[config.mk]
export PLATFORM = sky130hd
export DESIGN_NAME = uart_tx_feeder
export DESIGN_NICKNAME = d
export VERILOG_FILES = /design/src/rtl/uart_pkg.sv /design/src/rtl/sync_fifo.sv /design/src/rtl/uart_tx_feeder.sv
export SDC_FILE = /design/constraint.sdc
export NUM_CORES = 1
export LEC_CHECK = 0
export ABC_CLOCK_PERIOD_IN_PS = 7400
export CAP_MARGIN = 20
export CELL_PAD_IN_SITES_DETAIL_PLACEMENT = 2
export CELL_PAD_IN_SITES_GLOBAL_PLACEMENT = 2
export CORE_ASPECT_RATIO = 0.7
export CORE_MARGIN = 8
export CORE_UTILIZATION = 46
export DETAILED_ROUTE_END_ITERATION = 10
export PLACE_DENSITY = 0.9
export SYNTH_ARGS = -nofsm -noshare
export SYNTH_HDL_FRONTEND = slang
export SYNTH_SLANG_ARGS = --single-unit
[constraint.sdc]
create_clock -name clk -period 7.4 [get_ports clk]
set_clock_uncertainty 0.1 [all_clocks]
set_input_delay 0.74 -clock clk [delete_from_list [all_inputs] [get_ports clk]]
set_output_delay 0.74 -clock clk [all_outputs]
set_load 0.05 [all_outputs]
[src/rtl/uart_pkg.sv]
`default_nettype none
// ============================================================================
//  Module      : uart_pkg
//  Description : Shared UART definitions: character width and the state
//                encoding of the byte feeder FSM (also used by the rx drain).
//  Revision    : 1.0 - initial release
// ============================================================================
package uart_pkg;

    // Width of one UART character.
    localparam int UART_DATA_W = 8;

    // Feeder FSM state encoding.
    typedef logic [1:0] feeder_state_t;

    localparam feeder_state_t c_st_idle      = 2'd0;
    localparam feeder_state_t c_st_load      = 2'd1;
    localparam feeder_state_t c_st_wait_ack  = 2'd2;
    localparam feeder_state_t c_st_wait_done = 2'd3;

endpackage : uart_pkg
`default_nettype wire

[src/rtl/sync_fifo.sv]
`default_nettype none
// ============================================================================
//  Module      : sync_fifo
//  Description : Single-clock FIFO with extra-MSB pointers. Read data is the
//                current head (combinational from storage); a push is only
//                visible at the head from the following cycle.
//  Ports       : clk, reset_n (async active-low)
//                push / push_data   - write request (ignored when full)
//                pop  / pop_data    - read request (ignored when empty), head
//                full / empty       - status flags
//                level              - entries stored, 0..DEPTH
//  Revision    : 1.0 - initial release
// ============================================================================
module sync_fifo
    import uart_pkg::*;
#(
    parameter  int DATA_W  = UART_DATA_W,
    parameter  int DEPTH   = 8,
    localparam int ADDR_W  = $clog2(DEPTH),
    localparam int LEVEL_W = ADDR_W + 1
) (
    input  logic               clk,
    input  logic               reset_n,
    input  logic               push,
    input  logic [DATA_W-1:0]  push_data,
    input  logic               pop,
    output logic [DATA_W-1:0]  pop_data,
    output logic               full,
    output logic               empty,
    output logic [LEVEL_W-1:0] level
);

    logic [DATA_W-1:0]  r_mem [DEPTH];
    logic [LEVEL_W-1:0] r_wr_ptr;
    logic [LEVEL_W-1:0] r_rd_ptr;

    logic               w_push_ok;
    logic               w_pop_ok;

    // Pointers carry one extra bit so that full and empty are distinguishable
    // when the address bits match.
    assign empty     = (r_wr_ptr == r_rd_ptr);
    assign full      = (r_wr_ptr[ADDR_W] != r_rd_ptr[ADDR_W]) &&
                       (r_wr_ptr[ADDR_W-1:0] == r_rd_ptr[ADDR_W-1:0]);
    assign level     = r_wr_ptr - r_rd_ptr;
    assign pop_data  = r_mem[r_rd_ptr[ADDR_W-1:0]];

    assign w_push_ok = push && !full;
    assign w_pop_ok  = pop && !empty;

    always_ff @(posedge clk or negedge reset_n) begin
        if (!reset_n) begin
            r_wr_ptr <= '0;
            r_rd_ptr <= '0;
        end else begin
            if (w_push_ok) begin
                r_wr_ptr <= r_wr_ptr + LEVEL_W'(1);
            end
            if (w_pop_ok) begin
                r_rd_ptr <= r_rd_ptr + LEVEL_W'(1);
            end
        end
    end

    // Storage needs no reset: the pointers alone define which entries are valid.
    always_ff @(posedge clk) begin
        if (w_push_ok) begin
            r_mem[r_wr_ptr[ADDR_W-1:0]] <= push_data;
        end
    end

endmodule : sync_fifo
`default_nettype wire

[src/rtl/uart_tx_feeder.sv]
`default_nettype none
// ============================================================================
//  Module      : uart_tx_feeder
//  Description : Buffers a valid/ready byte stream and feeds the UART
//                transmitter one byte at a time, issuing a load strobe only
//                while the UART holding register is empty and following each
//                byte until the UART reports it done.
//  Ports       : clk, reset_n (async active-low)
//                enable              - allow new loads; mirrored to tx_enable
//                s_valid/s_data      - upstream byte, s_ready = FIFO not full
//                ld_tx_data/tx_data  - load strobe and byte to the UART
//                tx_enable           - UART transmit enable (enable, 1 cycle late)
//                tx_empty            - UART holding register empty
//                fifo_level          - bytes buffered, 0..DEPTH
//                busy                - a byte is being handed to the UART
//                ack_err             - sticky: UART ignored a load strobe
//  Revision    : 1.0 - initial release
// ============================================================================
module uart_tx_feeder
    import uart_pkg::*;
#(
    parameter  int DEPTH       = 8,
    parameter  int ACK_TIMEOUT = 4,
    localparam int LEVEL_W     = $clog2(DEPTH) + 1
) (
    input  logic                   clk,
    input  logic                   reset_n,
    input  logic                   enable,
    input  logic                   s_valid,
    input  logic [UART_DATA_W-1:0] s_data,
    output logic                   s_ready,
    output logic                   ld_tx_data,
    output logic [UART_DATA_W-1:0] tx_data,
    output logic                   tx_enable,
    input  logic                   tx_empty,
    output logic [LEVEL_W-1:0]     fifo_level,
    output logic                   busy,
    output logic                   ack_err
);

    localparam int c_cnt_w = $clog2(ACK_TIMEOUT) + 1;

    // The timeout fires in the WAIT_ACK cycle in which the counter would step
    // to ACK_TIMEOUT-1, so ack_err is visible exactly ACK_TIMEOUT cycles
    // after the load strobe.
    localparam logic [c_cnt_w-1:0] c_ack_last = c_cnt_w'(ACK_TIMEOUT - 2);

    // ------------------------------------------------------------------
    // Byte buffer
    // ------------------------------------------------------------------
    logic                   w_fifo_push;
    logic                   w_fifo_pop;
    logic [UART_DATA_W-1:0] w_fifo_head;
    logic                   w_fifo_full;
    logic                   w_fifo_empty;

    assign s_ready     = !w_fifo_full;
    assign w_fifo_push = s_valid && s_ready;

    sync_fifo #(
        .DATA_W (UART_DATA_W),
        .DEPTH  (DEPTH)
    ) u_fifo (
        .clk       (clk),
        .reset_n   (reset_n),
        .push      (w_fifo_push),
        .push_data (s_data),
        .pop       (w_fifo_pop),
        .pop_data  (w_fifo_head),
        .full      (w_fifo_full),
        .empty     (w_fifo_empty),
        .level     (fifo_level)
    );

    // ------------------------------------------------------------------
    // FSM state and datapath registers
    // ------------------------------------------------------------------
    feeder_state_t          r_state;
    feeder_state_t          w_next_state;
    logic [c_cnt_w-1:0]     r_ack_cnt;
    logic [UART_DATA_W-1:0] r_tx_data;
    logic                   r_tx_enable;
    logic                   r_ack_err;

    logic                   w_load_start;
    logic                   w_cnt_clr;
    logic                   w_cnt_inc;
    logic                   w_set_err;

    always_ff @(posedge clk or negedge reset_n) begin
        if (!reset_n) begin
            r_state <= c_st_idle;
        end else begin
            r_state <= w_next_state;
        end
    end

    always_comb begin
        w_next_state = r_state;
        w_load_start = 1'b0;
        w_fifo_pop   = 1'b0;
        w_cnt_clr    = 1'b0;
        w_cnt_inc    = 1'b0;
        w_set_err    = 1'b0;
        ld_tx_data   = 1'b0;

        case (r_state)
            c_st_idle: begin
                if (enable && !w_fifo_empty && tx_empty) begin
                    w_next_state = c_st_load;
                    w_load_start = 1'b1;
                end
            end

            c_st_load: begin
                // tx_data was captured on entry, so it is already valid while
                // the strobe is high; the head is released in this cycle.
                ld_tx_data   = 1'b1;
                w_fifo_pop   = 1'b1;
                w_cnt_clr    = 1'b1;
                w_next_state = c_st_wait_ack;
            end

            c_st_wait_ack: begin
                if (!tx_empty) begin
                    w_next_state = c_st_wait_done;
                end else if (r_ack_cnt == c_ack_last) begin
                    // UART never took the byte: flag it and drop the byte.
                    w_set_err    = 1'b1;
                    w_next_state = c_st_idle;
                end else begin
                    w_cnt_inc = 1'b1;
                end
            end

            c_st_wait_done: begin
                if (tx_empty) begin
                    w_next_state = c_st_idle;
                end
            end

            default: begin
                w_next_state = c_st_idle;
            end
        endcase
    end

    // Acknowledge timeout counter.
    always_ff @(posedge clk or negedge reset_n) begin
        if (!reset_n) begin
            r_ack_cnt <= '0;
        end else if (w_cnt_clr) begin
            r_ack_cnt <= '0;
        end else if (w_cnt_inc) begin
            r_ack_cnt <= r_ack_cnt + c_cnt_w'(1);
        end
    end

    // Byte to the UART: captured when leaving IDLE, held until the next load.
    always_ff @(posedge clk or negedge reset_n) begin
        if (!reset_n) begin
            r_tx_data <= '0;
        end else if (w_load_start) begin
            r_tx_data <= w_fifo_head;
        end
    end

    always_ff @(posedge clk or negedge reset_n) begin
        if (!reset_n) begin
            r_tx_enable <= 1'b0;
            r_ack_err   <= 1'b0;
        end else begin
            r_tx_enable <= enable;
            r_ack_err   <= r_ack_err | w_set_err;
        end
    end

    assign tx_data   = r_tx_data;
    assign tx_enable = r_tx_enable;
    assign ack_err   = r_ack_err;
    assign busy      = (r_state != c_st_idle);

endmodule : uart_tx_feeder
`default_nettype wire

==> results.md <==
* Share of layout cells above drive strength 1 at 0.173
* CTS tree: yes
* FF-to-FF setup slack at 4090 ps
* Worst vdd ir at 0.000251 V
* Pre-Repair DR Iteration Count at 4
* Clock buffer depth at 2
* NetSw at 822 µW
* Number of routed nets with antenna violations at 0
* CP max FO at 20
* P_int at 1130 µW
* H-Tree Depth at 3
* HP Class: reg -> reg
* RR Endpoint: u_fifo.r_mem[4][3]$_DFFE_PP_
* Num CTS Buffers at 9
* Max-cap viol count at 0
* Hold Crit Start: ack_err$_DFF_PN0_
* LEAKAGE at 0.00154 µW
* Fin area at 4200 µm²
* Status: finished, final reports clean
* Number of synthesized flops with an enable pin at 64
* Post_cts resized at 0
* Gr usage total at 0.170
* Most common cell after layout, fill and taps aside: edfxtp_1
* DP Area at 3970 µm²
* Vias in the first global route at 2226
* Most crowded layer after global routing: met2
* R2R depth at 6
* Setup violations, final at 0
* WP data required at 6560 ps
* Fin. Hold Viols at 0
* Clock transition at path regs at 90 ps
* CP startpoint: u_fifo.r_rd_ptr[1]$_DFFE_PN0P_
* Width of the die at 122 µm
* Crit Reg-Reg Startpoint: u_fifo.r_rd_ptr[1]$_DFFE_PN0P_
* Pin count of the biggest net entering global routing at 24
* Switching part of the total power at 0.421
* Slew @ Worst Pin at 972 ps
* Violation count after the first detailed-routing iteration at 75
* Slew Limit Fails at 0
* Crit path kind: reg -> out
* Met3 Usage GRT at 0.0406
* Avg Cell Area, Syn at 16.8 µm²
* Worst setup endpoint: fifo_level[3]
* Drt total wl at 8780 µm
* RSZ-0062 raised after global routing: no
* P&R area growth vs syn at 17.2%
* Slew HR at 0.349
* Cell area power density at 464 nW/µm²
* Routed len/inst at 24.7 µm
* Clock sinks at 87
* Initial antenna violation count at 0
* GRT overflow at 0
* Met2 GRT Util at 0.277
* Library cells used by synthesis at 32
* Ant diodes at 0
* Post-synthesis sequential area ratio at 0.697
* Asr flop ratio synth at 0.264
* TNS Setup at 0 ps
* Post-synth top flop: edfxtp_1
* Remaining DRCs at 0
* Crit path arrival time at 3200 ps
* Die height at 89.9 µm
* Crit. End Element: output pin
* Worst path slowest cell: dfrtp_1
* Post-CTS setup buffer count at 0
* Via density per instance at 5.52
* CORE AREA at 7700 µm²
* Final critical-path required period at 4040 ps
* CP Launch Type: register
* Hold buffers post-CTS at 0
* Initial Utilization at 0.465
* Total Nets Final at 271
* First-pass GRT wire length at 13700 µm
* FF+latch count, synth at 87
* Largest delay share family, worst path: flip-flops
* Io pins at 30
* Most frequent cells in the layout: 64 x edfxtp_1, 29 x clkdlybuf4s50_1, 23 x dfrtp_1
* Root Buffer: clkbuf_8
* Die Area at 10900 µm²
* Post-Syn Instances at 214
* I/O Buffers at 29
* Gpl congestion at 0.720
* Logic pwr share at 0.443
* Final period util at 0.546
* Crit path buf inv count at 2
* Post-synth net total at 235
* Synth Warn # at 0
* Post-DP HPWL at 6110 µm
* Power share of the clock group at 0.173
* GR Layer Usage met1 at 0.225
* Total number of vias at 1966
* CP Depth at 6
* Max Clk Rate at 248 MHz
* Post-synthesis cell area at 3580 µm²
* Later-pin clock latency in the skew report at 350 ps
* Crit-path max cell delay at 960 ps
* Number of placement rows at 27
* Reg power frac at 0.384
* Worst-path cell chain: inv_2 > ha_1 > a21o_1 > a21oi_1 > xnor2_1 > clkdlybuf4s50_1
sequential cells by signal (all words and copies together), names as in the netlist:
name,count
tx_data,8
u_fifo.r_mem,64
u_fifo.r_wr_ptr,4
tx_enable,1
r_ack_cnt,3
ack_err,1
r_state,2
u_fifo.r_rd_ptr,4
layout make-up:
type | instances | area [µm²]
timing repair buffer | 33 | 340
fill | 695 | 3500
tap | 101 | 126
inverter | 12 | 45.0
clock inverter | 7 | 78.8
clock buffer | 9 | 124
sequential | 87 | 2500
multi-input combinational | 107 | 990
cell usage after synthesis (2+ instances only):
master    instances  area [µm²]
a22o_1            2        17.5
buf_6             2        22.5
mux2i_1           8        80.1
inv_1             8        30.0
nand3_1           2        10.0
a21o_1            2        15.0
buf_2             6        30.0
ha_1              7        87.6
dfrtp_1          23         576
nand2_1          20        75.1
nor2_1            6        22.5
nand2b_1          2        12.5
a32o_1            2        20.0
xor2_1            2        17.5
xnor2_1           7        61.3
nor3_1            4        20.0
edfxtp_1         64        1920
o21ai_1          13        65.1
inv_2             4        15.0
o21a_2            2        17.5
mux4_2           16         360
nor2b_1           2        12.5
worst min path at each step:
stage	end	slack, ps	cells after the start
2_1_floorplan	ack_err$_DFF_PN0_	340	0
3_3_place_gp	ack_err$_DFF_PN0_	360	1
3_5_place_dp	ack_err$_DFF_PN0_	370	1
4_1_cts	ack_err$_DFF_PN0_	390	1
5_1_grt	ack_err$_DFF_PN0_	430	1
6_report	ack_err$_DFF_PN0_	380	1
kinds of logic after synthesis:
group           share of synthesized area
flops                               0.697
simple gates                       0.0531
compound gates                     0.0482
mux                                 0.123
buf+inv                            0.0272
xor+xnor                           0.0220
fa+ha+maj                          0.0300
routing by layer:
layer,wire (µm),vias up,part of all wire
met5,0,-,0
met2,4440,39,0.51
li1,-,881,-
met3,317,11,0.036
met4,91,0,0.010
met1,3940,1035,0.45
power by group through the flow:
| stage | clock network, µW | logic (µW) | registers [µW] |
|---|---|---|---|
| global placement | 0 | 808 | 740 |
| floorplan | 0 | 556 | 768 |
| detailed placement | 0 | 860 | 757 |
| global route | 362 | 924 | 766 |
| finish | 337 | 865 | 749 |
| CTS | 348 | 876 | 750 |
worst register-to-register path, cell delays in order (launching register included):
cell and delay [ps]:
dfrtp_1 960, inv_2 100, ha_1 350, nand3_1 280
o21a_2 220, nand2_1 140, nor2_1 780
stage by stage:
stage	instances	power [µW]	util	hold slack (ps)	setup WS [ps]
6_report	356	1950	0.545	379	3360
5_1_grt	356	2050	0.545	428	3180
4_1_cts	355	1970	0.542	387	3320
3_5_place_dp	339	1620	0.516	365	3790
3_3_place_gp	339	1550	0.516	355	3990
2_1_floorplan	214	1320	-	344	4440
No activity file was read; power rests on OpenSTA's default activity.
